`src/rtl/play_sequencer_pkg.sv`:
```
// Shared definitions for the playback sequencer.
//   - Global mode codes driven by the user-interface FSM.
//   - Sequencer state encoding (plain localparams so older code can compare against them).
//   - Note width of the buzzer path.
//   - is_timed(): true for the states in which the beat prescaler runs.
package play_sequencer_pkg;

    localparam int NOTE_W = 10;

    localparam logic [1:0] FREE_MODE  = 2'b00;
    localparam logic [1:0] UART_MODE  = 2'b01;
    localparam logic [1:0] LEARN_MODE = 2'b10;
    localparam logic [1:0] PLAY_MODE  = 2'b11;

    localparam logic [2:0] ST_IDLE   = 3'd0;
    localparam logic [2:0] ST_FETCH  = 3'd1;
    localparam logic [2:0] ST_PLAY   = 3'd2;
    localparam logic [2:0] ST_GAP    = 3'd3;
    localparam logic [2:0] ST_PAUSED = 3'd4;
    localparam logic [2:0] ST_DONE   = 3'd5;

    function automatic logic is_timed(input logic [2:0] st);
        return (st == ST_PLAY) || (st == ST_GAP);
    endfunction

endpackage

```
`src/rtl/play_sequencer_beat_tick_gen.sv`:
```
// beat_tick_gen: beat-unit prescaler.
//   clk  : system clock
//   rst  : asynchronous, active-low reset
//   clr  : synchronous clear of the prescaler (wins over en)
//   en   : count enable; low while the sequencer is paused
//   tick : one-cycle pulse on every TICK_DIV-th enabled cycle
// tick is decoded from the registered count, so it is only used inside the
// sequencer and never reaches a module output directly.
module beat_tick_gen #(
    parameter int TICK_DIV = 1_000_000
) (
    input  logic clk,
    input  logic rst,
    input  logic clr,
    input  logic en,
    output logic tick
);

    localparam int CNT_W = (TICK_DIV > 1) ? $clog2(TICK_DIV) : 1;
    localparam logic [CNT_W-1:0] CNT_LAST = CNT_W'(TICK_DIV - 1);

    logic [CNT_W-1:0] cnt_q;
    logic [CNT_W-1:0] cnt_d;

    assign tick = en && (cnt_q == CNT_LAST);

    always_comb begin
        cnt_d = cnt_q;
        if (clr) begin
            cnt_d = '0;
        end else if (en) begin
            cnt_d = tick ? '0 : cnt_q + CNT_W'(1);
        end
    end

    always_ff @(posedge clk or negedge rst) begin
        if (!rst) begin
            cnt_q <= '0;
        end else begin
            cnt_q <= cnt_d;
        end
    end

endmodule

```
`src/rtl/play_sequencer.sv`:
```
// play_sequencer: song playback controller for PLAY_MODE.
// Fetches {duration, note} entries from song memory, holds each note for
// duration beat units, inserts a silent gap, and repeats until an end marker
// (duration 0) or the last address. Handles start/pause/stop/loop control.
//   clk, rst            : clock, asynchronous active-low reset
//   mode                : global mode; anything but PLAY_MODE acts as stop
//   start, pause, stop  : one-cycle control pulses (stop > pause > start)
//   loop_en             : restart from address 0 at end of song
//   mem_req, mem_addr   : read request/address, held until mem_valid
//   mem_valid, mem_data : read response {duration, note}
//   play_note           : one-hot note to the buzzer path, 0 = silence
//   busy, paused, done  : status; done pulses once when the song finishes
// Every output comes straight from a flop.
module play_sequencer
    import play_sequencer_pkg::*;
#(
    parameter int ADDR_W    = 8,
    parameter int DUR_W     = 6,
    parameter int TICK_DIV  = 1_000_000,
    parameter int GAP_TICKS = 2
) (
    input  logic                    clk,
    input  logic                    rst,
    input  logic [1:0]              mode,
    input  logic                    start,
    input  logic                    pause,
    input  logic                    stop,
    input  logic                    loop_en,
    output logic                    mem_req,
    output logic [ADDR_W-1:0]       mem_addr,
    input  logic                    mem_valid,
    input  logic [DUR_W+NOTE_W-1:0] mem_data,
    output logic [NOTE_W-1:0]       play_note,
    output logic                    busy,
    output logic                    paused,
    output logic                    done
);

    localparam logic [ADDR_W-1:0] ADDR_LAST = '1;
    localparam logic [DUR_W-1:0]  GAP_LAST  = DUR_W'(GAP_TICKS - 1);

    logic [2:0]        state_q, state_d;
    logic [2:0]        saved_q, saved_d;
    logic [ADDR_W-1:0] addr_q, addr_d;
    logic [NOTE_W-1:0] note_q, note_d;
    logic [DUR_W-1:0]  dur_q, dur_d;
    logic [DUR_W-1:0]  beat_q, beat_d;
    logic              mem_req_q, mem_req_d;
    logic [NOTE_W-1:0] play_note_q, play_note_d;
    logic              busy_q, busy_d;
    logic              paused_q, paused_d;
    logic              done_q, done_d;

    logic              beat_tick;
    logic              beat_clr;
    logic              end_of_song;

    wire [DUR_W-1:0]  entry_dur  = mem_data[DUR_W+NOTE_W-1 -: DUR_W];
    wire [NOTE_W-1:0] entry_note = mem_data[NOTE_W-1:0];
    wire              play_end   = beat_tick && (beat_q == dur_q - DUR_W'(1));
    wire              gap_end    = beat_tick && (beat_q == GAP_LAST);

    beat_tick_gen #(
        .TICK_DIV (TICK_DIV)
    ) u_beat_tick_gen (
        .clk  (clk),
        .rst  (rst),
        .clr  (beat_clr),
        .en   (is_timed(state_q)),
        .tick (beat_tick)
    );

    always_comb begin
        state_d     = state_q;
        saved_d     = saved_q;
        addr_d      = addr_q;
        note_d      = note_q;
        dur_d       = dur_q;
        beat_d      = beat_tick ? beat_q + DUR_W'(1) : beat_q;
        beat_clr    = 1'b0;
        end_of_song = 1'b0;

        case (state_q)
            ST_IDLE: begin
                addr_d = '0;
                if (start) state_d = ST_FETCH;
            end
            ST_FETCH: begin
                if (mem_valid) begin
                    if (entry_dur != '0) begin
                        note_d   = entry_note;
                        dur_d    = entry_dur;
                        state_d  = ST_PLAY;
                        beat_clr = 1'b1;
                    end else begin
                        end_of_song = 1'b1;
                    end
                end
            end
            ST_PLAY: begin
                if (play_end) begin
                    state_d  = ST_GAP;
                    beat_clr = 1'b1;
                end
            end
            ST_GAP: begin
                if (gap_end) begin
                    // The last address ends the song instead of wrapping.
                    if (addr_q == ADDR_LAST) begin
                        end_of_song = 1'b1;
                    end else begin
                        addr_d  = addr_q + ADDR_W'(1);
                        state_d = ST_FETCH;
                    end
                end
            end
            ST_PAUSED: begin
                if (pause) state_d = saved_q;
            end
            ST_DONE: begin
                if (start) begin
                    addr_d  = '0;
                    state_d = ST_FETCH;
                end
            end
            default: state_d = ST_IDLE;
        endcase

        if (end_of_song) begin
            if (loop_en) begin
                addr_d  = '0;
                state_d = ST_FETCH;
            end else begin
                state_d = ST_DONE;
            end
        end

        // A pause pulse parks the state the timed phase would move to next.
        // The cycle carrying the pulse still counts, so pausing on the last
        // cycle of a note saves GAP. Pausing as a gap finishes is dropped
        // because the fetch is already being launched.
        if (pause && is_timed(state_q) && is_timed(state_d)) begin
            saved_d = state_d;
            state_d = ST_PAUSED;
        end

        if (stop || (mode != PLAY_MODE)) begin
            state_d  = ST_IDLE;
            addr_d   = '0;
            beat_clr = 1'b1;
        end

        if (beat_clr) beat_d = '0;

        // The request drops for one cycle after every response, including
        // the end-marker response of a looping song.
        mem_req_d   = (state_d == ST_FETCH) && !((state_q == ST_FETCH) && mem_valid);
        play_note_d = (state_d == ST_PLAY) ? note_d : '0;
        busy_d      = (state_d != ST_IDLE) && (state_d != ST_DONE);
        paused_d    = (state_d == ST_PAUSED);
        done_d      = (state_d == ST_DONE) && (state_q != ST_DONE);
    end

    always_ff @(posedge clk or negedge rst) begin
        if (!rst) begin
            state_q     <= ST_IDLE;
            saved_q     <= ST_IDLE;
            addr_q      <= '0;
            note_q      <= '0;
            dur_q       <= '0;
            beat_q      <= '0;
            mem_req_q   <= 1'b0;
            play_note_q <= '0;
            busy_q      <= 1'b0;
            paused_q    <= 1'b0;
            done_q      <= 1'b0;
        end else begin
            state_q     <= state_d;
            saved_q     <= saved_d;
            addr_q      <= addr_d;
            note_q      <= note_d;
            dur_q       <= dur_d;
            beat_q      <= beat_d;
            mem_req_q   <= mem_req_d;
            play_note_q <= play_note_d;
            busy_q      <= busy_d;
            paused_q    <= paused_d;
            done_q      <= done_d;
        end
    end

    assign mem_req   = mem_req_q;
    assign mem_addr  = addr_q;
    assign play_note = play_note_q;
    assign busy      = busy_q;
    assign paused    = paused_q;
    assign done      = done_q;

endmodule

```
`config.mk`:
```
export PLATFORM = sky130hd
export DESIGN_NAME = play_sequencer
export DESIGN_NICKNAME = d
export VERILOG_FILES = /design/src/rtl/play_sequencer_pkg.sv /design/src/rtl/play_sequencer_beat_tick_gen.sv /design/src/rtl/play_sequencer.sv
export SDC_FILE = /design/constraint.sdc
export NUM_CORES = 1
export LEC_CHECK = 0
export CAP_MARGIN = 5
export CORE_UTILIZATION = 30
export DETAILED_ROUTE_END_ITERATION = 8
export DONT_BUFFER_PORTS = 1
export PLACE_DENSITY = 0.48
export SYNTH_ARGS = -nofsm -noshare
export SYNTH_HDL_FRONTEND = slang
export SYNTH_HIERARCHICAL = 1
export SYNTH_SLANG_ARGS = --single-unit
export TNS_END_PERCENT = 20
```
`constraint.sdc`:
```
create_clock -name clk -period 4.4 [get_ports clk]
set_input_delay 0.22 -clock clk [delete_from_list [all_inputs] [get_ports clk]]
set_output_delay 0.22 -clock clk [all_outputs]
set_load 0.01 [all_outputs]
```
==> results of run 1 <==
-- power by group --
| group | internal, uW | switching, uW |
|---|---|---|
| registers | 681 | 23.3 |
| logic | 65.8 | 68.9 |
| clock network | 527 | 279 |
-- per-stage QoR --
step	util	instance area, um^2
floorplan	-	3684
global placement	0.3192	3834
detailed placement	0.3192	3834
CTS	0.3518	4225
global route	0.3518	4225
finish	0.3518	4225
-- registers in the layout, summed over array words and instances (netlist names) --
signal / count
beat_q: 6
busy: 1
done: 1
dur_q: 6
mem_addr: 8
mem_req: 1
note_q: 10
paused: 1
play_note: 10
saved_q: 3
state_q: 3
u_beat_tick_gen/cnt_q: 20
-- area by class of cell --
type,instances,area [um^2],share of cell area
sequential,70,1752,0.4146
multi-input combinational,270,1834,0.4341
inverter,9,33.78,0.007995
tap,147,183.9,0.04353
clock buffer,11,252.7,0.05982
clock inverter,5,81.33,0.01925
timing repair buffer,8,87.58,0.02073
-- kinds of logic after synthesis --
family          count (synthesis)
simple gates                  164
buf+inv                        21
flops                          70
mux                            13
xor+xnor                       25
fa+ha+maj                       5
compound gates                 63
-- layer usage --
metal  vias to the layer above  global-route usage  routed length [um]
li1                       1318                   -                   -
met1                      1326              0.1693                3799
met2                        46              0.2284                3967
met3                         8             0.03589                 298
met4                         0             0.04800                 100
met5                         -                   0                   0
-- cell usage in the layout, fill, tap and decap left out, types with 2 or more instances in the layout --
master,instances
dfrtp_1,70
nor2_1,35
nand2_1,32
xor2_1,16
nor2b_1,13
a21oi_1,12
nand3_1,12
o21ai_0,12
nand4_1,11
mux2_2,10
nor3_1,10
xnor2_1,9
clkbuf_16,9
inv_1,8
nor4_1,6
nand2b_1,6
and3_1,6
ha_1,5
a211o_1,4
and4_1,4
nand4b_1,4
or2_2,4
a211oi_1,4
buf_4,4
a31oi_1,3
nand3b_1,3
a22oi_1,3
dlygate4sd3_1,3
nor3b_1,3
or4b_4,2
mux2i_1,2
o31ai_1,2
o21a_1,2
o22ai_1,2
a41oi_1,2
bufinv_16,2
clkbuf_8,2
or3_1,2
-- critical path, cell delays in order, from the launching register on --
cell	delay (ps)
dfrtp_1	440
and2b_1	260
nand4_1	100
or4b_4	520
nor4_1	310
buf_4	240
or4b_4	510
nor4_4	380
a21bo_1	400
o22a_4	270
nand3_4	150
nor2b_1	180
-- repair_timing --
action	CTS	global route
hold buffers	4	0
endpoints found under the setup margin	0	0
hold endpoints to repair	72	0
-- worst max-delay path by stage --
stage	start	end	slack [ps]	cells past startpoint
after CTS	state_q[2]	play_note[9]	550	11
final	state_q[2]	play_note[9]	550	11
after floorplan	state_q[2]	u_beat_tick_gen/cnt_q[14]	550	16
after global placement	state_q[2]	play_note[9]	680	11
after global routing	state_q[2]	u_beat_tick_gen/cnt_q[15]	230	15
after detailed placement	state_q[2]	play_note[9]	570	11
==> impl_metrics.env, run 1 <==
export IMPL_yosysUniqueCellTypes=67
export IMPL_hold_start="mem_data[15]"
export IMPL_dp_cells=500
export IMPL_rsz0062_at_grt="false"
export IMPL_hold_viol=0
export IMPL_p_leak_uw=0.001744
export IMPL_initial_core_util=0.3067
export IMPL_io_buffers=0
export IMPL_synth_top_area_cell="dfrtp_1"
export IMPL_clk_latency_ps=330
export IMPL_timing_rr_start="state_q[2]"
export IMPL_worst_hold_path_type="primary input to flop"
export IMPL_synthSimpleGateAreaFrac=0.2517
export IMPL_syn_area_um2=3684
export IMPL_ios=47
export IMPL_worstMarginPinSlew_ps=1026
export IMPL_cts_tree="built"
export IMPL_hold_worst_slack_ps=24.25
export IMPL_post_cts_setup_buffers=0
export IMPL_antenna_found_initial=0
export IMPL_status="completed"
export IMPL_maxCapViolations=0
export IMPL_fin_crit_sh=0.8750
export IMPL_endpoint_kind="flop"
export IMPL_synth_cells=361
export IMPL_clockBufferDepth=2
export IMPL_crit_type="flop to flop"
export IMPL_synth_xor_area_frac=0.05944
export IMPL_cts_sinks=70
export IMPL_r2r_end="play_note[9]"
export IMPL_coreArea_um2=12010
export IMPL_grt_first_pass_wirelength_um=13660
export IMPL_dp_slack_ps=572.2
export IMPL_finalSetupViolCount=0
export IMPL_fmax_mhz=259.8
export IMPL_die_w_um=112.8
export IMPL_synthArstFlopShare=1.000
export IMPL_die_area_um2=12730
export IMPL_viasPerCell=5.188
export IMPL_hold_end="dur_q[5]"
export IMPL_post_cts_resized=0
export IMPL_drt_wl_total_um=8166
export IMPL_r2r_setup_slack_ps=550
export IMPL_grtUsageTotal=0.1363
export IMPL_synth_flop_cell="dfrtp_1"
export IMPL_syn_to_final_growth_pct=14.71
export IMPL_cts_buffers=9
export IMPL_rows=40
export IMPL_fin_nets=398
export IMPL_grt_overflow_total=0
export IMPL_pwr_density_cell_nw_per_um2=389.5
export IMPL_maxSlewHeadroom=0.3134
export IMPL_finalMaxSlewViolations=0
export IMPL_synth_edf_count=0
export IMPL_cp_max_fo=10
export IMPL_ir_worst_vdd_mv=0.1816
export IMPL_grt_max_degree=71
export IMPL_synth_compound_gate_area_share=0.1298
export IMPL_ys_warn_count=6
export IMPL_root_buffer="clkbuf_16"
export IMPL_diodes=0
export IMPL_post_dp_hpwl_um=5693
export IMPL_cts_htree_levels=3
export IMPL_power_uw=1646
export IMPL_yosysMostFrequentCell="dfrtp_1"
export IMPL_path_clk_slew_ps=60
export IMPL_ant_nets=0
export IMPL_syn_mean_instance_area_um2=10.20
export IMPL_critPathLaunchType="flop"
export IMPL_hold_path_depth=2
export IMPL_synth_net_count=391
export IMPL_ys_seq_area_frac=0.4755
export IMPL_die_y_um=112.8
export IMPL_cp_required_ps=4650
export IMPL_skew_ps=6.489
export IMPL_arrival_ps=4100
export IMPL_drt_iter0_markers=155
export IMPL_synth_seq_cells=70
export IMPL_drive_gt1_frac=0.1394
export IMPL_drt_pre_antenna_iters=4
export IMPL_synthAdderAreaFrac=0.01698
export IMPL_vias=2698
export IMPL_fillerInstances=1216
export IMPL_final_cells=520
export IMPL_synth_top_area_frac=0.4755
export IMPL_r2r_cells=11
export IMPL_place_congestion=0.7669
export IMPL_remaining_drc_errors=0
export IMPL_fin_tns_setup_ps=0
export IMPL_grt_pass1_vias=2669
export IMPL_synth_top_family_by_area="simple AND/OR/NAND/NOR gates"
export IMPL_synthTopCellsByArea="dfrtp_1 48%, xor2_1 3.8%, nor2_1 3.6%, nand2_1 3.3%, mux2_2 3.1%"
export IMPL_worst_slack_ps=550.2
export IMPL_synth_mux_area_frac=0.04008
export IMPL_wl_per_cell_um=15.70
export IMPL_period_needed_ps=3850
export IMPL_synth_commonest_cells="70 x dfrtp_1, 35 x nor2_1, 32 x nand2_1, 16 x xor2_1, 13 x nor2b_1"
Note: power is estimated with default switching activity, not from simulation.
==> inputs of run 2 (changes only) <==
--- a/config.mk
+++ b/config.mk
@@ -6,7 +6,9 @@
 export NUM_CORES = 1
 export LEC_CHECK = 0
 export CAP_MARGIN = 5
+export CORE_ASPECT_RATIO = 1.75
 export CORE_UTILIZATION = 30
+export CTS_CLUSTER_DIAMETER = 120
 export DETAILED_ROUTE_END_ITERATION = 8
 export DONT_BUFFER_PORTS = 1
 export PLACE_DENSITY = 0.48
==> run 2 against run 1 <==
  * Die area up 0.14%
  * Via count up 2.5%
  * Final area up 1.2%
  * Critical endpoint is now play_note[2]
  * Non-clock buffer count up 2
  * Critical path depth unchanged
  * Largest cell class unchanged
  * Flip-flop and latch count unchanged
  * Clock-buffer cell count down 1
==> impl_metrics.env, run 2 (synthesized netlist as in run 1, its figures left out) <==
export IMPL_post_dp_hpwl_um=6466
export IMPL_rows=53
export IMPL_status="completed"
export IMPL_place_congestion=0.8076
export IMPL_viasPerCell=5.132
export IMPL_arrival_ps=4110
export IMPL_clk_latency_ps=340
export IMPL_grt_overflow_total=0
export IMPL_drt_wl_total_um=8963
export IMPL_grt_max_degree=71
export IMPL_crit_type="flop to flop"
export IMPL_power_uw=1696
export IMPL_path_cells="and2b_1 > nand4_1 > or4b_4 > nor4_1 > buf_4 > or4b_4 > nor4_4 > a21bo_1 > o22a_4 > nand3_4 > nor2b_1"
export IMPL_slowest_delay_ps=510
export IMPL_grt_use_met3=0.02941
export IMPL_io_buffers=0
export IMPL_ios=47
export IMPL_largest_reg_flops=20
export IMPL_regMostFlops="u_beat_tick_gen/cnt_q"
export IMPL_cts_htree_levels=3
export IMPL_critPathLaunchType="flop"
export IMPL_pwr_density_cell_nw_per_um2=396.6
export IMPL_fillerInstances=1226
export IMPL_ant_nets=0
export IMPL_grt_met1_usage=0.1520
export IMPL_grt_pass1_vias=2872
export IMPL_cts_buffers=9
export IMPL_grt_first_pass_wirelength_um=14530
export IMPL_hold_viol=0
export IMPL_slowest_stage="or4b_4"
export IMPL_antenna_found_initial=0
export IMPL_final_common_cell="dfrtp_1"
export IMPL_post_cts_resized=0
export IMPL_root_buffer="clkbuf_16"
export IMPL_syn_to_final_growth_pct=16.10
export IMPL_die_y_um=148.6
export IMPL_crit_top_cell="or4b_4"
export IMPL_wl_per_cell_um=16.63
export IMPL_fin_crit_sh=0.8741
export IMPL_crit_family="simple AND/OR/NAND/NOR gates"
export IMPL_die_area_um2=12740
export IMPL_drt_pre_antenna_iters=4
export IMPL_skew_ps=4.940
export IMPL_maxCapViolations=0
export IMPL_worst_hold_path_type="primary input to flop"
export IMPL_maxSlewHeadroom=0.4743
export IMPL_use_met2=0.2868
export IMPL_period_needed_ps=3846
export IMPL_finalMaxSlewViolations=0
export IMPL_ir_worst_vdd_mv=0.1620
export IMPL_top_usage_layer="met2"
export IMPL_cp_required_ps=4660
export IMPL_vias=2766
export IMPL_drive_gt1_frac=0.1390
export IMPL_worstMarginPinSlew_ps=780.2
export IMPL_rsz0062_at_grt="false"
export IMPL_endpoint_kind="flop"
export IMPL_remaining_drc_errors=0
export IMPL_die_w_um=85.77
export IMPL_grtUsageTotal=0.1500
export IMPL_fin_tns_setup_ps=0
export IMPL_coreArea_um2=12000
export IMPL_fin_nets=400
export IMPL_mostFrequentLayoutCells="70 x dfrtp_1, 35 x nor2_1, 32 x nand2_1"
export IMPL_p_leak_uw=0.001756
export IMPL_finalSetupViolCount=0
export IMPL_clockBufferDepth=2
export IMPL_drt_iter0_markers=110
export IMPL_cts_sinks=70
export IMPL_path_clk_slew_ps=60
export IMPL_cts_tree="built"
export IMPL_diodes=0
export IMPL_initial_core_util=0.3069
export IMPL_cp_max_fo=10
export IMPL_path_buf_inv=1
export IMPL_fmax_mhz=260.0
## run 2: cell count changes in the layout (fill, tap and decap cells not counted)
cell	change
clkinv_4	-1
bufinv_16	+1
clkinv_2	-1
inv_6	+1
buf_4	+1
clkbuf_8	-1
dlygate4sd3_1	+1
## run 2: layout make-up
cell class | count | area, um^2 | share of cell area
Clock buffer | 10 | 239.0 | 0.05588
Clock inverter | 5 | 106.4 | 0.02487
Inverter | 9 | 33.78 | 0.007899
Multi-Input combinational cell | 270 | 1834 | 0.4289
Sequential cell | 70 | 1752 | 0.4096
Tap cell | 165 | 206.4 | 0.04827
Timing Repair Buffer | 10 | 105.1 | 0.02458
## run 2: per-layer routing
metal  vias up  wire, um  share of wire
li1       1318         -              -
met1      1393      3355           0.37
met2        36      5144           0.57
met3        19       235          0.026
met4         0       227          0.025
met5         -         0              0
## run 2: worst register-to-register path, delay by kind of cell (launching register included)
kind / cells / cell delay (ps)
simple gates: 8 / 2390
compound gates: 2 / 690
flops: 1 / 440
buf+inv: 1 / 240
## run 2: stage by stage
stage,setup slack (ps),hold slack (ps),instance area [um^2],cells,util
after floorplan,547.9,-75.59,3684,361,-
after global placement,662.5,-72.77,3864,519,0.3219
after detailed placement,569.0,-72.72,3864,519,0.3219
after CTS,550.4,17.86,4277,539,0.3563
after global routing,302.8,21.81,4277,539,0.3563
final,553.8,21.22,4277,539,0.3563
## run 2: path summary, 6_finish.rpt
path	slack (ps)	cells after the start	startpoint	end
min in group asynchronous	410	2	rst	note_q[8]
setup / recovery	550	11	state_q[2]	play_note[2]
hold / removal	20	1	mem_data[13]	dur_q[3]
setup reg to reg	550	11	state_q[2]	play_note[2]
hold reg to reg	480	1	saved_q[1]	saved_q[1]
max in group asynchronous	3680	2	rst	mem_addr[4]
## run 2: what timing repair did
item,in CTS,in global routing
hold buffers,5,0
setup buffers,0,0
endpoints found under the hold margin,73,0
## run 2: report_power, final
group | internal (uW) | total (uW) | switching (uW)
combinational | 67.0 | 139 | 72.1
sequential | 681 | 707 | 26.0
clock | 568 | 850 | 282
total | 1320 | 1700 | 380
==> inputs of run 3 (changes only) <==
--- a/config.mk
+++ b/config.mk
@@ -11,7 +11,7 @@
 export CTS_CLUSTER_DIAMETER = 120
 export DETAILED_ROUTE_END_ITERATION = 8
 export DONT_BUFFER_PORTS = 1
-export PLACE_DENSITY = 0.48
+export PLACE_DENSITY = 0.41
 export SYNTH_ARGS = -nofsm -noshare
 export SYNTH_HDL_FRONTEND = slang
 export SYNTH_HIERARCHICAL = 1
==> run 3 against run 2 <==
  * Cell count rose by 0.37%
  * Sequential power is essentially flat
  * Clock-buffer cell count did not move
  * Utilization shrank 0.44 points
  * Die area did not move
  * Register-to-register slack gained 90 ps
  * Final area decreased by 1.2%
  * Combinational power barely moved
  * Clock skew grew 3.7 ps
  * Critical path type unchanged
  * Largest power group is now registers
==> impl_metrics.env, run 3 (synthesized netlist as in run 1, its figures left out) <==
export IMPL_status="completed"
export IMPL_fin_nets=401
export IMPL_slowest_stage="or4b_4"
export IMPL_grtUsageTotal=0.1628
export IMPL_crit_type="flop to flop"
export IMPL_fin_tns_setup_ps=0
export IMPL_cts_sinks=70
export IMPL_endpoint_kind="flop"
export IMPL_grt_pass1_vias=2969
export IMPL_crit_top_cell="or4b_4"
export IMPL_drt_iter0_markers=127
export IMPL_vias=2767
export IMPL_fin_crit_sh=0.8540
export IMPL_finalSetupViolCount=0
export IMPL_wl_per_cell_um=17.45
export IMPL_skew_ps=8.595
export IMPL_grt_first_pass_wirelength_um=15590
export IMPL_grt_max_degree=71
export IMPL_die_y_um=148.6
export IMPL_remaining_drc_errors=0
export IMPL_maxCapViolations=0
export IMPL_worstMarginPinSlew_ps=1059
export IMPL_root_buffer="clkbuf_16"
export IMPL_cts_tree="built"
export IMPL_crit_family="simple AND/OR/NAND/NOR gates"
export IMPL_coreArea_um2=12000
export IMPL_final_common_cell="dfrtp_1"
export IMPL_post_cts_setup_buffers=0
export IMPL_holdBufCountCts=6
export IMPL_path_clk_slew_ps=60
export IMPL_hold_viol=0
export IMPL_initial_core_util=0.3069
export IMPL_mostFrequentLayoutCells="70 x dfrtp_1, 35 x nor2_1, 32 x nand2_1"
export IMPL_clockBufferDepth=2
export IMPL_period_needed_ps=3758
export IMPL_pwr_density_cell_nw_per_um2=362.5
export IMPL_drt_pre_antenna_iters=4
export IMPL_drt_wl_total_um=9441
export IMPL_post_cts_resized=0
export IMPL_path_buf_inv=1
export IMPL_cp_max_fo=10
export IMPL_worst_slack_ps=642.4
export IMPL_worst_hold_path_type="primary input to flop"
export IMPL_antenna_found_initial=0
export IMPL_io_buffers=0
export IMPL_p_clk_frac=0.448
export IMPL_cts_htree_levels=3
export IMPL_hold_path_depth=1
export IMPL_swShare=0.2501
export IMPL_viasPerCell=5.115
export IMPL_netSwitchingPower_uw=383.0
export IMPL_dp_slack_ps=627.6
export IMPL_rsz0062_at_grt="false"
export IMPL_cp_required_ps=4660
export IMPL_ant_nets=0
export IMPL_worst_path_stages=11
export IMPL_rows=53
export IMPL_internal_power_uw=1148
export IMPL_ir_worst_vdd_mv=0.1930
export IMPL_diodes=0
export IMPL_syn_to_final_growth_pct=14.67
export IMPL_regMostFlops="u_beat_tick_gen/cnt_q"
export IMPL_largest_reg_flops=20
export IMPL_fmax_mhz=266.1
export IMPL_die_area_um2=12740
export IMPL_seqPwrFrac=0.461
export IMPL_place_congestion=0.7707
export IMPL_post_dp_hpwl_um=6788
export IMPL_maxSlewHeadroom=0.2915
export IMPL_p_comb_frac=0.091
export IMPL_p_leak_uw=0.001735
export IMPL_arrival_ps=4020
export IMPL_path_cells="and2b_1 > nand4_1 > or4b_4 > nor4_1 > buf_4 > or4b_4 > nor4_4 > a21bo_1 > o22a_4 > nand3_4 > nor2b_1"
export IMPL_finalMaxSlewViolations=0
export IMPL_slowest_delay_ps=520
export IMPL_ios=47
export IMPL_critPathLaunchType="flop"
export IMPL_grt_overflow_total=0
export IMPL_cts_buffers=9
export IMPL_clk_latency_ps=340
export IMPL_die_w_um=85.77
export IMPL_r2r_cells=11
export IMPL_drive_gt1_frac=0.1410
## run 3: cell type report
| cell class | instances | area (um^2) |
|---|---|---|
| Fill cell | 1227 | 7779 |
| Multi-Input combinational cell | 270 | 1834 |
| Sequential cell | 70 | 1752 |
| Clock buffer | 10 | 239.0 |
| Tap cell | 165 | 206.4 |
| Timing Repair Buffer | 11 | 115.1 |
| Clock inverter | 6 | 43.79 |
| Inverter | 9 | 33.78 |
## run 3: final timing paths
check	slack, ps	start	endpoint
worst min register to register	480	saved_q[1]	saved_q[1]
max in group asynchronous	3650	rst	saved_q[2]
worst max-delay path	640	state_q[2]	play_note[7]
worst max register to register	640	state_q[2]	play_note[7]
worst min-delay path	20	mem_data[13]	dur_q[3]
min in group asynchronous	420	rst	mem_addr[6]
## run 3: worst reg2reg max path, stage by stage (launching register included)
cell	delay [ps]
dfrtp_1	460
and2b_1	270
nand4_1	90
or4b_4	520
nor4_1	240
buf_4	220
or4b_4	510
nor4_4	370
a21bo_1	410
o22a_4	270
nand3_4	150
nor2b_1	180
## run 3: layer usage
| layer | global-route usage | vias to the layer above | routed length [um] |
|---|---|---|---|
| met5 | 0 | - | 0 |
| met2 | 0.3028 | 44 | 5387 |
| li1 | - | 1323 | - |
| met1 | 0.1646 | 1375 | 3447 |
| met3 | 0.02941 | 25 | 238 |
| met4 | 0.1000 | 0 | 368 |
## run 3: metrics by stage
step           instance area [um^2]  power (uW)  hold slack (ps)  utilization  instances
2_1_floorplan                  3684       811.3           -75.59            -        361
3_3_place_gp                   3864       837.3           -73.98       0.3219        519
3_5_place_dp                   3864       840.2           -73.94       0.3219        519
4_1_cts                        4224        1568            4.145       0.3519        541
5_1_grt                        4224        1612            27.22       0.3519        541
6_report                       4224        1531            20.01       0.3519        541
## run 3: power by group through the flow
stage / Clock, uW / Combinational [uW] / Sequential, uW
floorplan: 0 / 103 / 709
global placement: 0 / 120 / 718
detailed placement: 0 / 121 / 719
CTS: 718 / 143 / 707
global route: 742 / 158 / 711
finish: 685 / 139 / 706
